File: src/rtl/osd_glyph_fetch.sv
// -----------------------------------------------------------------------------
// osd_glyph_fetch
//
// Read-side master for the OSD character ROM. Takes (character code, glyph
// row) requests from the text layout logic, issues one ROM read per request,
// absorbs the ROM read latency and serializes each returned glyph row MSB
// first into a 1-bit-per-pixel valid/ready stream for the overlay mixer.
//
// Build option:
//   OSD_GLYPH_INVERT_EN  when defined, req_inv travels with each read and the
//                        row's pixels are inverted (highlight / cursor rows).
//                        When undefined, req_inv is ignored and not stored.
//
// Ports:
//   clk, rst        clock; asynchronous active-high reset
//   req_valid/ready request handshake (ready depends on state only)
//   req_code        character code
//   req_row         glyph row
//   req_inv         invert this row (OSD_GLYPH_INVERT_EN only)
//   rom_addr        registered ROM address {code, row}
//   rom_rd_en       registered one-cycle ROM read strobe
//   rom_rd_data     ROM read data, valid ROM_LATENCY cycles after the strobe
//   pix_valid/ready pixel stream handshake
//   pix_data        current pixel, MSB of the glyph row first
//   pix_last        last pixel of a glyph row
//
// ROM_ADDR_W must equal CODE_W + ROW_W; ROM_LATENCY is 1 or 2.
// -----------------------------------------------------------------------------
module osd_glyph_fetch #(
    parameter int CODE_W      = 7,
    parameter int ROW_W       = 4,
    parameter int ROM_ADDR_W  = 11,
    parameter int GLYPH_W     = 8,
    parameter int ROM_LATENCY = 1
) (
    input  logic                  clk,
    input  logic                  rst,
    input  logic                  req_valid,
    output logic                  req_ready,
    input  logic [CODE_W-1:0]     req_code,
    input  logic [ROW_W-1:0]      req_row,
    input  logic                  req_inv,
    output logic [ROM_ADDR_W-1:0] rom_addr,
    output logic                  rom_rd_en,
    input  logic [GLYPH_W-1:0]    rom_rd_data,
    output logic                  pix_valid,
    input  logic                  pix_ready,
    output logic                  pix_data,
    output logic                  pix_last
);

    localparam int               CNT_W    = (GLYPH_W > 1) ? $clog2(GLYPH_W) : 1;
    localparam logic [CNT_W-1:0] CNT_LAST = CNT_W'(GLYPH_W - 1);

    // Credits in use: reads in flight plus occupied word slots (max 2).
    logic [1:0]             used;
    logic [1:0]             used_nxt;

    // One valid bit per ROM pipeline stage; the top bit marks the cycle in
    // which rom_rd_data belongs to one of our reads.
    logic [ROM_LATENCY-1:0] tag_vld;

    logic [GLYPH_W-1:0]     shift_word;
    logic [GLYPH_W-1:0]     spare_word;
    logic                   shift_full;
    logic                   spare_full;
    logic [CNT_W-1:0]       cnt;

    logic                   accept;
    logic                   pix_fire;
    logic                   release_row;
    logic                   capture;
    logic                   cap_inv;
    logic [GLYPH_W-1:0]     cap_word;

    assign accept      = req_valid & req_ready;
    assign pix_fire    = shift_full & pix_ready;
    assign release_row = pix_fire & (cnt == CNT_LAST);
    assign capture     = tag_vld[ROM_LATENCY-1];

    // Inversion is folded in at capture time, so the slots hold final pixels.
    assign cap_word = rom_rd_data ^ {GLYPH_W{cap_inv}};

    assign used_nxt = used + 2'(accept) - 2'(release_row);

    assign pix_valid = shift_full;
    assign pix_data  = shift_word[CNT_LAST - cnt];
    assign pix_last  = (cnt == CNT_LAST);

`ifdef OSD_GLYPH_INVERT_EN
    // Invert flag follows its read through the same stages as tag_vld.
    logic                   rd_inv;
    logic [ROM_LATENCY-1:0] tag_inv;

    assign cap_inv = tag_inv[ROM_LATENCY-1];

    always_ff @(posedge clk or posedge rst) begin
        if (rst) begin
            rd_inv  <= 1'b0;
            tag_inv <= '0;
        end else begin
            if (accept) begin
                rd_inv <= req_inv;
            end
            tag_inv[0] <= rd_inv;
            for (int i = 1; i < ROM_LATENCY; i++) begin
                tag_inv[i] <= tag_inv[i-1];
            end
        end
    end
`else
    logic unused_inv;

    assign cap_inv    = 1'b0;
    assign unused_inv = req_inv;
`endif

    always_ff @(posedge clk or posedge rst) begin
        if (rst) begin
            used       <= '0;
            req_ready  <= 1'b0;
            rom_addr   <= '0;
            rom_rd_en  <= 1'b0;
            tag_vld    <= '0;
            // NOTE: the slot words are reset, not just their full flags, so
            // pix_data reads 0 during and right after reset.
            shift_word <= '0;
            spare_word <= '0;
            shift_full <= 1'b0;
            spare_full <= 1'b0;
            cnt        <= '0;
        end else begin
            // NOTE: non-blocking assignments throughout; every right-hand side
            // sees the pre-edge value, which the slot hand-off relies on.
            used      <= used_nxt;
            req_ready <= (used_nxt < 2'd2);

            rom_rd_en <= accept;
            if (accept) begin
                rom_addr <= ROM_ADDR_W'({req_code, req_row});
            end

            tag_vld[0] <= rom_rd_en;
            for (int i = 1; i < ROM_LATENCY; i++) begin
                tag_vld[i] <= tag_vld[i-1];
            end

            if (pix_fire) begin
                cnt <= release_row ? '0 : cnt + 1'b1;
            end

            // Slot routing. A release hands the spare word to the shift slot
            // on the same edge, so rows follow each other without a bubble;
            // a capture in that cycle then lands wherever space opened up.
            if (release_row) begin
                if (spare_full) begin
                    shift_word <= spare_word;
                    spare_full <= capture;
                    if (capture) begin
                        spare_word <= cap_word;
                    end
                end else begin
                    shift_full <= capture;
                    if (capture) begin
                        shift_word <= cap_word;
                    end
                end
            end else if (capture) begin
                if (!shift_full) begin
                    shift_full <= 1'b1;
                    shift_word <= cap_word;
                end else begin
                    spare_full <= 1'b1;
                    spare_word <= cap_word;
                end
            end
        end
    end

endmodule

File: config.mk
export PLATFORM = sky130hd
export DESIGN_NAME = osd_glyph_fetch
export DESIGN_NICKNAME = d
export VERILOG_FILES = /design/src/rtl/osd_glyph_fetch.sv
export SDC_FILE = /design/constraint.sdc
export NUM_CORES = 1
export LEC_CHECK = 0
export CAP_MARGIN = 30
export CORE_MARGIN = 10
export CORE_UTILIZATION = 52
export DETAILED_ROUTE_END_ITERATION = 10
export PLACE_DENSITY = 0.89
export SETUP_SLACK_MARGIN = 0.02
export SLEW_MARGIN = 15
export SYNTH_ARGS = -nofsm -noshare
export SYNTH_HDL_FRONTEND = slang
export SYNTH_SLANG_ARGS = --single-unit
File: constraint.sdc
create_clock -name clk -period 2.89 [get_ports clk]
set_input_delay 0.578 -clock clk [delete_from_list [all_inputs] [get_ports clk]]
set_output_delay 0.578 -clock clk [all_outputs]
set_load 0.005 [all_outputs]
==> metrics.md <==
| Metric | Value |
|---|---|
| WS Path Type | `reg -> out` |
| R2r startpoint | `cnt[0]` |
| Critical path origin | `cnt[0]` |
| Syn-to-layout area delta | `29.21%` |
| Clock skew | `0.007486 ns` |
| Worst-path clk slew | `0.10 ns` |
| Maximum vdd drop | `0.0005127 V` |
| Post-synth top area share | `between 50% and 60%` |
| Min-delay src | `rom_rd_en` |
| Final setup viols | `0` |
| Post-synth EDFFs | `0` |
| Synth Flop Type | `dfrtp_1` |
| Die height | `76.32 um` |
| Max frequency | `381.8 MHz` |
| Worst hold path class | `reg -> reg` |
| WL final | `3241 um` |
| Core ar. | `3053 um^2` |
| MaxCap Viol Count | `0` |
| Pleak | `0.9090 nW` |
| Wire per inst | `16.54 um` |
| Clk Latency, worst-skew pair | `0.33 ns` |
| Startpoint class of the critical path | `register` |
| Top cell type by total area after synthesis | `dfrtp_1` |
| Final worst-path cycle share | `90.64%` |
| CP required | `2.31 ns` |
| Layout cells sized above 1 | `32.89%` |
| Final GP Congestion | `0.7958` |
| Min Tclk post-route | `approximately 2.6 ns` |
| Die W | `between 70 and 80 um` |
| # diodes | `0` |
| Die ar. | `5824 um^2` |
| Hold slack | `between 0.3 and 0.4 ns` |
| Vias in the first global route | `1,159` |
| WP data arrival | `2.04 ns` |
| Post-route setup TNS | `0 ns` |
| Pwr/cell area | `roughly 940 nW/um^2` |
| Slew headroom | `67.76%` |
| Detailed placement HPWL | `2490 um` |
| Cell Area, Synth | `approximately 1600 um^2` |
| Residual DRC | `0` |
| Antenna-violating nets left | `0` |
| Syn avg cell area | `approximately 15 um^2` |
| Post-Syn Instances | `108` |
| Total GRT Usage | `about an eighth` |
| Initial antenna violation count | `0` |
| Count of final hold-check violations | `0` |
| Global-route wire length before repair | `5706 um` |
| Yosys cell types | `23` |
| Yosys warns | `0` |
| Status | `completed` |
| Crit-path max FO | `5` |
| Clock Sink Count | `37` |
| Slew @ Worst Pin | `0.4836 ns` |
| PostCTS Resize Cnt | `0` |
| Async set or reset register ratio after synthesis | `between 90% and 100%` |
| Pin count of the biggest net entering global routing | `38` |
| Grt ovf | `0` |
| First-pass DRT Iterations | `4` |
| Area after DPL | `2076 um^2` |
| Ports | `40` |
| Post-synthesis sequential area ratio | `~56%` |
| Most common cell in the synthesized netlist | `dfrtp_1` |
| Synth top area cells | `dfrtp_1 56%, mux2_2 20%, mux2_4 7.3%, mux4_2 2.7%, ha_1 2.3%` |
| Vias per cell | `5.168` |
| Clock root buffer | `clkbuf_4` |
| Commonest cells in the netlist | `37 x dfrtp_1, 29 x mux2_2, 8 x mux2_4` |
| TritonCTS buffer count | `5` |
| Post-Syn Nets | `approximately 140` |
| # Post-CTS Setup Buffers | `0` |
| H-tree levels | `2` |
| Rows | `20` |
| Deepest clock path buffer count | `2` |
| End-of-flow core utilization | `69.80%` |
| Post-CTS Hold Fix Bufs | `0` |
| Fin nets | `about 180` |
| CTS tree | `yes` |
| Initial Util | `around 54%` |
| IO Port Bufs | `38` |
| DR iter-0 viols | `85` |
| Filler instances | `245` |
| DR vias | `between 1,000 and 1,500` |
| Flops & latches, synth | `37` |
| CP Capture Type | `primary output` |
| Design Area, Final | `2131 um^2` |
| Final max-slew violation count | `0` |
| RSZ-0062 raised after global routing | `no` |
## logic make-up (layout without fill, tap and decap cells)
family	count (synthesis)	in the layout	synth area share [%]
fa+ha+maj	3	3	2.276
xor+xnor	4	4	2.125
compound gates	9	9	3.415
mux	39	39	29.82
buf+inv	5	49	1.897
flops	37	37	56.15
simple gates	11	11	4.324
## final timing paths
kind,depth (start not counted),slack (ns),end
worst max-delay path,3,0.27,pix_data
worst min-delay path,0,0.37,capture
worst max register to register,5,0.86,spare_word[5]
worst min register to register,0,0.37,capture
max in group asynchronous,3,1.93,spare_word[5]
min in group asynchronous,3,0.65,capture
## final cells by class
cell class                 instances  area [um^2]  area share [%]
clock buffer                       7        55.05           2.584
multi-input combinational         66        691.9           32.47
tap                               44        55.05           2.584
sequential                        37        925.9           43.45
timing repair buffer              40        395.4           18.56
inverter                           2        7.507          0.3523
## state kept, by name, indices dropped and copies added (netlist names)
signal	cells
capture	1
cnt	3
pix_valid	1
req_ready	1
rom_addr	11
rom_rd_en	1
shift_word	8
spare_full	1
spare_word	8
used	2
## layout by cell type (no fill, tap or decap), types with 2 or more instances in the layout
master,instances
mux4_2,2
nand2b_1,3
xor2_1,2
a21oi_1,4
mux2_4,8
buf_4,2
inv_1,2
ha_1,3
o21ai_0,2
clkbuf_4,5
clkdlybuf4s50_1,38
xnor2_1,2
dfrtp_1,37
nand2_1,3
mux2_2,29
## per-stage QoR
stage	power (mW)	worst slack, ns	std cells
after CTS	2.028	0.2233	196
after global placement	1.699	0.6346	189
after detailed placement	1.753	0.6058	189
after floorplan	1.383	1.079	108
final	1.994	0.2705	196
after global routing	2.140	0.1559	196
## routing by layer
| layer | vias to the layer above | GRT usage [%] | wire, um |
|---|---|---|---|
| li1 | 476 | - | - |
| met2 | 28 | 22.02 | 1809 |
| met3 | 7 | 3.538 | 123 |
| met4 | 0 | 6.134 | 68 |
| met1 | 502 | 12.64 | 1239 |
| met5 | - | 0 | 0 |
## report_power, final
part	internal, mW	switching (mW)
Clock	0.115	0.153
Sequential	0.766	0.152
Combinational	0.553	0.255
## critical path, stage by stage (launching register included)
cell	delay, ns
dfrtp_1	0.47
mux4_2	0.53
mux2_2	0.28
clkdlybuf4s50_1	0.45
Note: power is estimated with default switching activity, not from simulation.
==> RTL change, RTL diff (config.mk and constraints unchanged) <==
`ROM_ADDR_W`: 11 -> 10.
--- a/src/rtl/osd_glyph_fetch.sv
+++ b/src/rtl/osd_glyph_fetch.sv
@@ -29,7 +29,7 @@
 module osd_glyph_fetch #(
     parameter int CODE_W      = 7,
     parameter int ROW_W       = 4,
-    parameter int ROM_ADDR_W  = 11,
+    parameter int ROM_ADDR_W  = 10,
     parameter int GLYPH_W     = 8,
     parameter int ROM_LATENCY = 1
 ) (
Interface: changed (resized rom_addr); port bits go from 40 to 39. The function was not compared with the original's and may differ.
==> RTL change against the original RTL <==
  * Sequential cell count fell by 1
  * Global-route usage is 0.18 points lower
  * Sequential power shrank 2%
  * Final area fell by 3.0%
  * Worst setup slack got worse by 0.035 ns
  * Synthesized area decreased by 2.2%
  * Power decreased by 1.8%
  * Sequential share of layout area increased by 0.13 points
  * Clock power increased by 3%
  * Wire length down 2.8%
==> RTL change: results (changes against the original RTL) <==
run status complete, no violations; CTS Buffer Depth 2 (unchanged); Synth Area in Adders 2.33% (+0.051 points); register area share after synthesis 55.9% (-0.29 points); vias in the first global route 1106 (-4.6%); GR Util All Layers 12.1% (-0.18 points); crit path DAT 2.08 ns (+0.04 ns); FILL cells 229 (-6.5%); hold path depth 0 (unchanged); portion of netlist area occupied by mux cells 29.8% (about the same); sw frac 28.8% (+0.68 points); Worst Max-Slew Pin Slew 0.462 ns (-0.0220 ns); detailed placer's ending HPWL 2.46 mm (-1.2%); internal reg-to-reg setup slack 0.84 ns (-0.02 ns); Worst Clk Skew 0.0153 ns (+0.00780 ns); synth top area cells dfrtp_1 (56%), mux2_2 (20%), mux2_4 (7.4%); Synth top cells by count dfrtp_1 (36), mux2_2 (28), mux2_4 (8), a21oi_1 (4); CTS Buf Count 5 (unchanged); first-pass GRT wire length 5.18 mm (-9.2%); layout cells sized above 1 34.2% (+1.3 points); DRT Wirelength 3.15 mm (-2.8%); via/cell ratio 5.39 (+4.3%); 1st-pass router iterations 2 (-2); peak supply drop 487 µV (-4.9%); worst skew pair latency about 0.34 ns; largest net degree at the start of global routing 28 (-26%); Regs by FF count rom_addr: 10 flops, shift_word: 8 flops, spare_word: 8 flops; R2R Path End shift_word[3]$_DFFE_PP0P_; # diodes 0 (unchanged); Port-buffer cells 36 (-5.3%); Synth Area in Compound Gates 3.49% (+0.077 points); LEAKAGE 0.892 nW (-1.9%); Post-Synth XOR/XNOR Area 2.17% (+0.048 points); post-synthesis net count 133 (-1.5%); Nets 175 (-2.2%)
-- RTL change: cell count changes after synthesis, sizes merged --
cell | unedited run | this run
dfrtp | 37 | 36
mux2 | 37 | 36
-- RTL change: power by group through the flow --
stage               clock network [mW]  registers (mW)  logic, mW
global placement                     0           0.885      0.763
global route                     0.311           0.928      0.856
finish                           0.277           0.899      0.781
detailed placement                   0           0.911      0.793
CTS                              0.289           0.899      0.798
floorplan                            0           0.873      0.476
-- RTL change: cell families after synthesis --
| logic type | after synthesis |
|---|---|
| xor gates and xnor gates | 4 |
| AOI/OAI and AO/OA | 9 |
| adders and majority gates | 3 |
| muxes | 38 |
| buffers and inverters | 5 |
| and+or+nand+nor | 11 |
| DFF | 36 |
-- RTL change: through the flow --
stage	instance area, µm²	util [%]	worst slack (ns)	cells	hold WS, ns
after CTS	2070	68.8	0.202	182	0.390
final	2070	68.8	0.235	182	0.382
after detailed placement	2010	66.8	0.593	174	0.365
after floorplan	1610	-	1.08	106	0.376
after global placement	2010	66.8	0.635	174	0.362
after global routing	2070	68.8	0.125	182	0.398
-- RTL change: worst max path at each step --
stage | cells past startpoint | startpoint | endpoint | slack, ns
floorplan | 7 | cnt[0]$_DFFE_PP0P_ | req_ready$_DFF_PP0_ | 1.08
global placement | 3 | cnt[0]$_DFFE_PP0P_ | pix_data | 0.64
detailed placement | 3 | cnt[0]$_DFFE_PP0P_ | pix_data | 0.59
CTS | 3 | cnt[0]$_DFFE_PP0P_ | pix_data | 0.20
global route | 3 | cnt[0]$_DFFE_PP0P_ | pix_data | 0.13
finish | 3 | cnt[0]$_DFFE_PP0P_ | pix_data | 0.24
-- RTL change: cell type report --
type,count,area share [%]
Inverter,2,0.363
Clock buffer,6,2.48
Sequential cell,36,43.6
Multi-Input combinational cell,65,32.9
Clock inverter,2,0.484
Timing Repair Buffer,38,18.2
Tap cell,33,2.00
-- RTL change: layer usage --
layer,part of all wire (%),GRT usage [%]
met1,38,12.9
met2,57,21.2
met3,3.1,3.78
met4,2.0,5.57
met5,0,0
-- RTL change: critical path, cell delays in order, from the launching register on --
cell,delay (ns)
dfrtp_1,0.48
mux4_2,0.53
mux2_2,0.28
clkdlybuf4s50_1,0.45
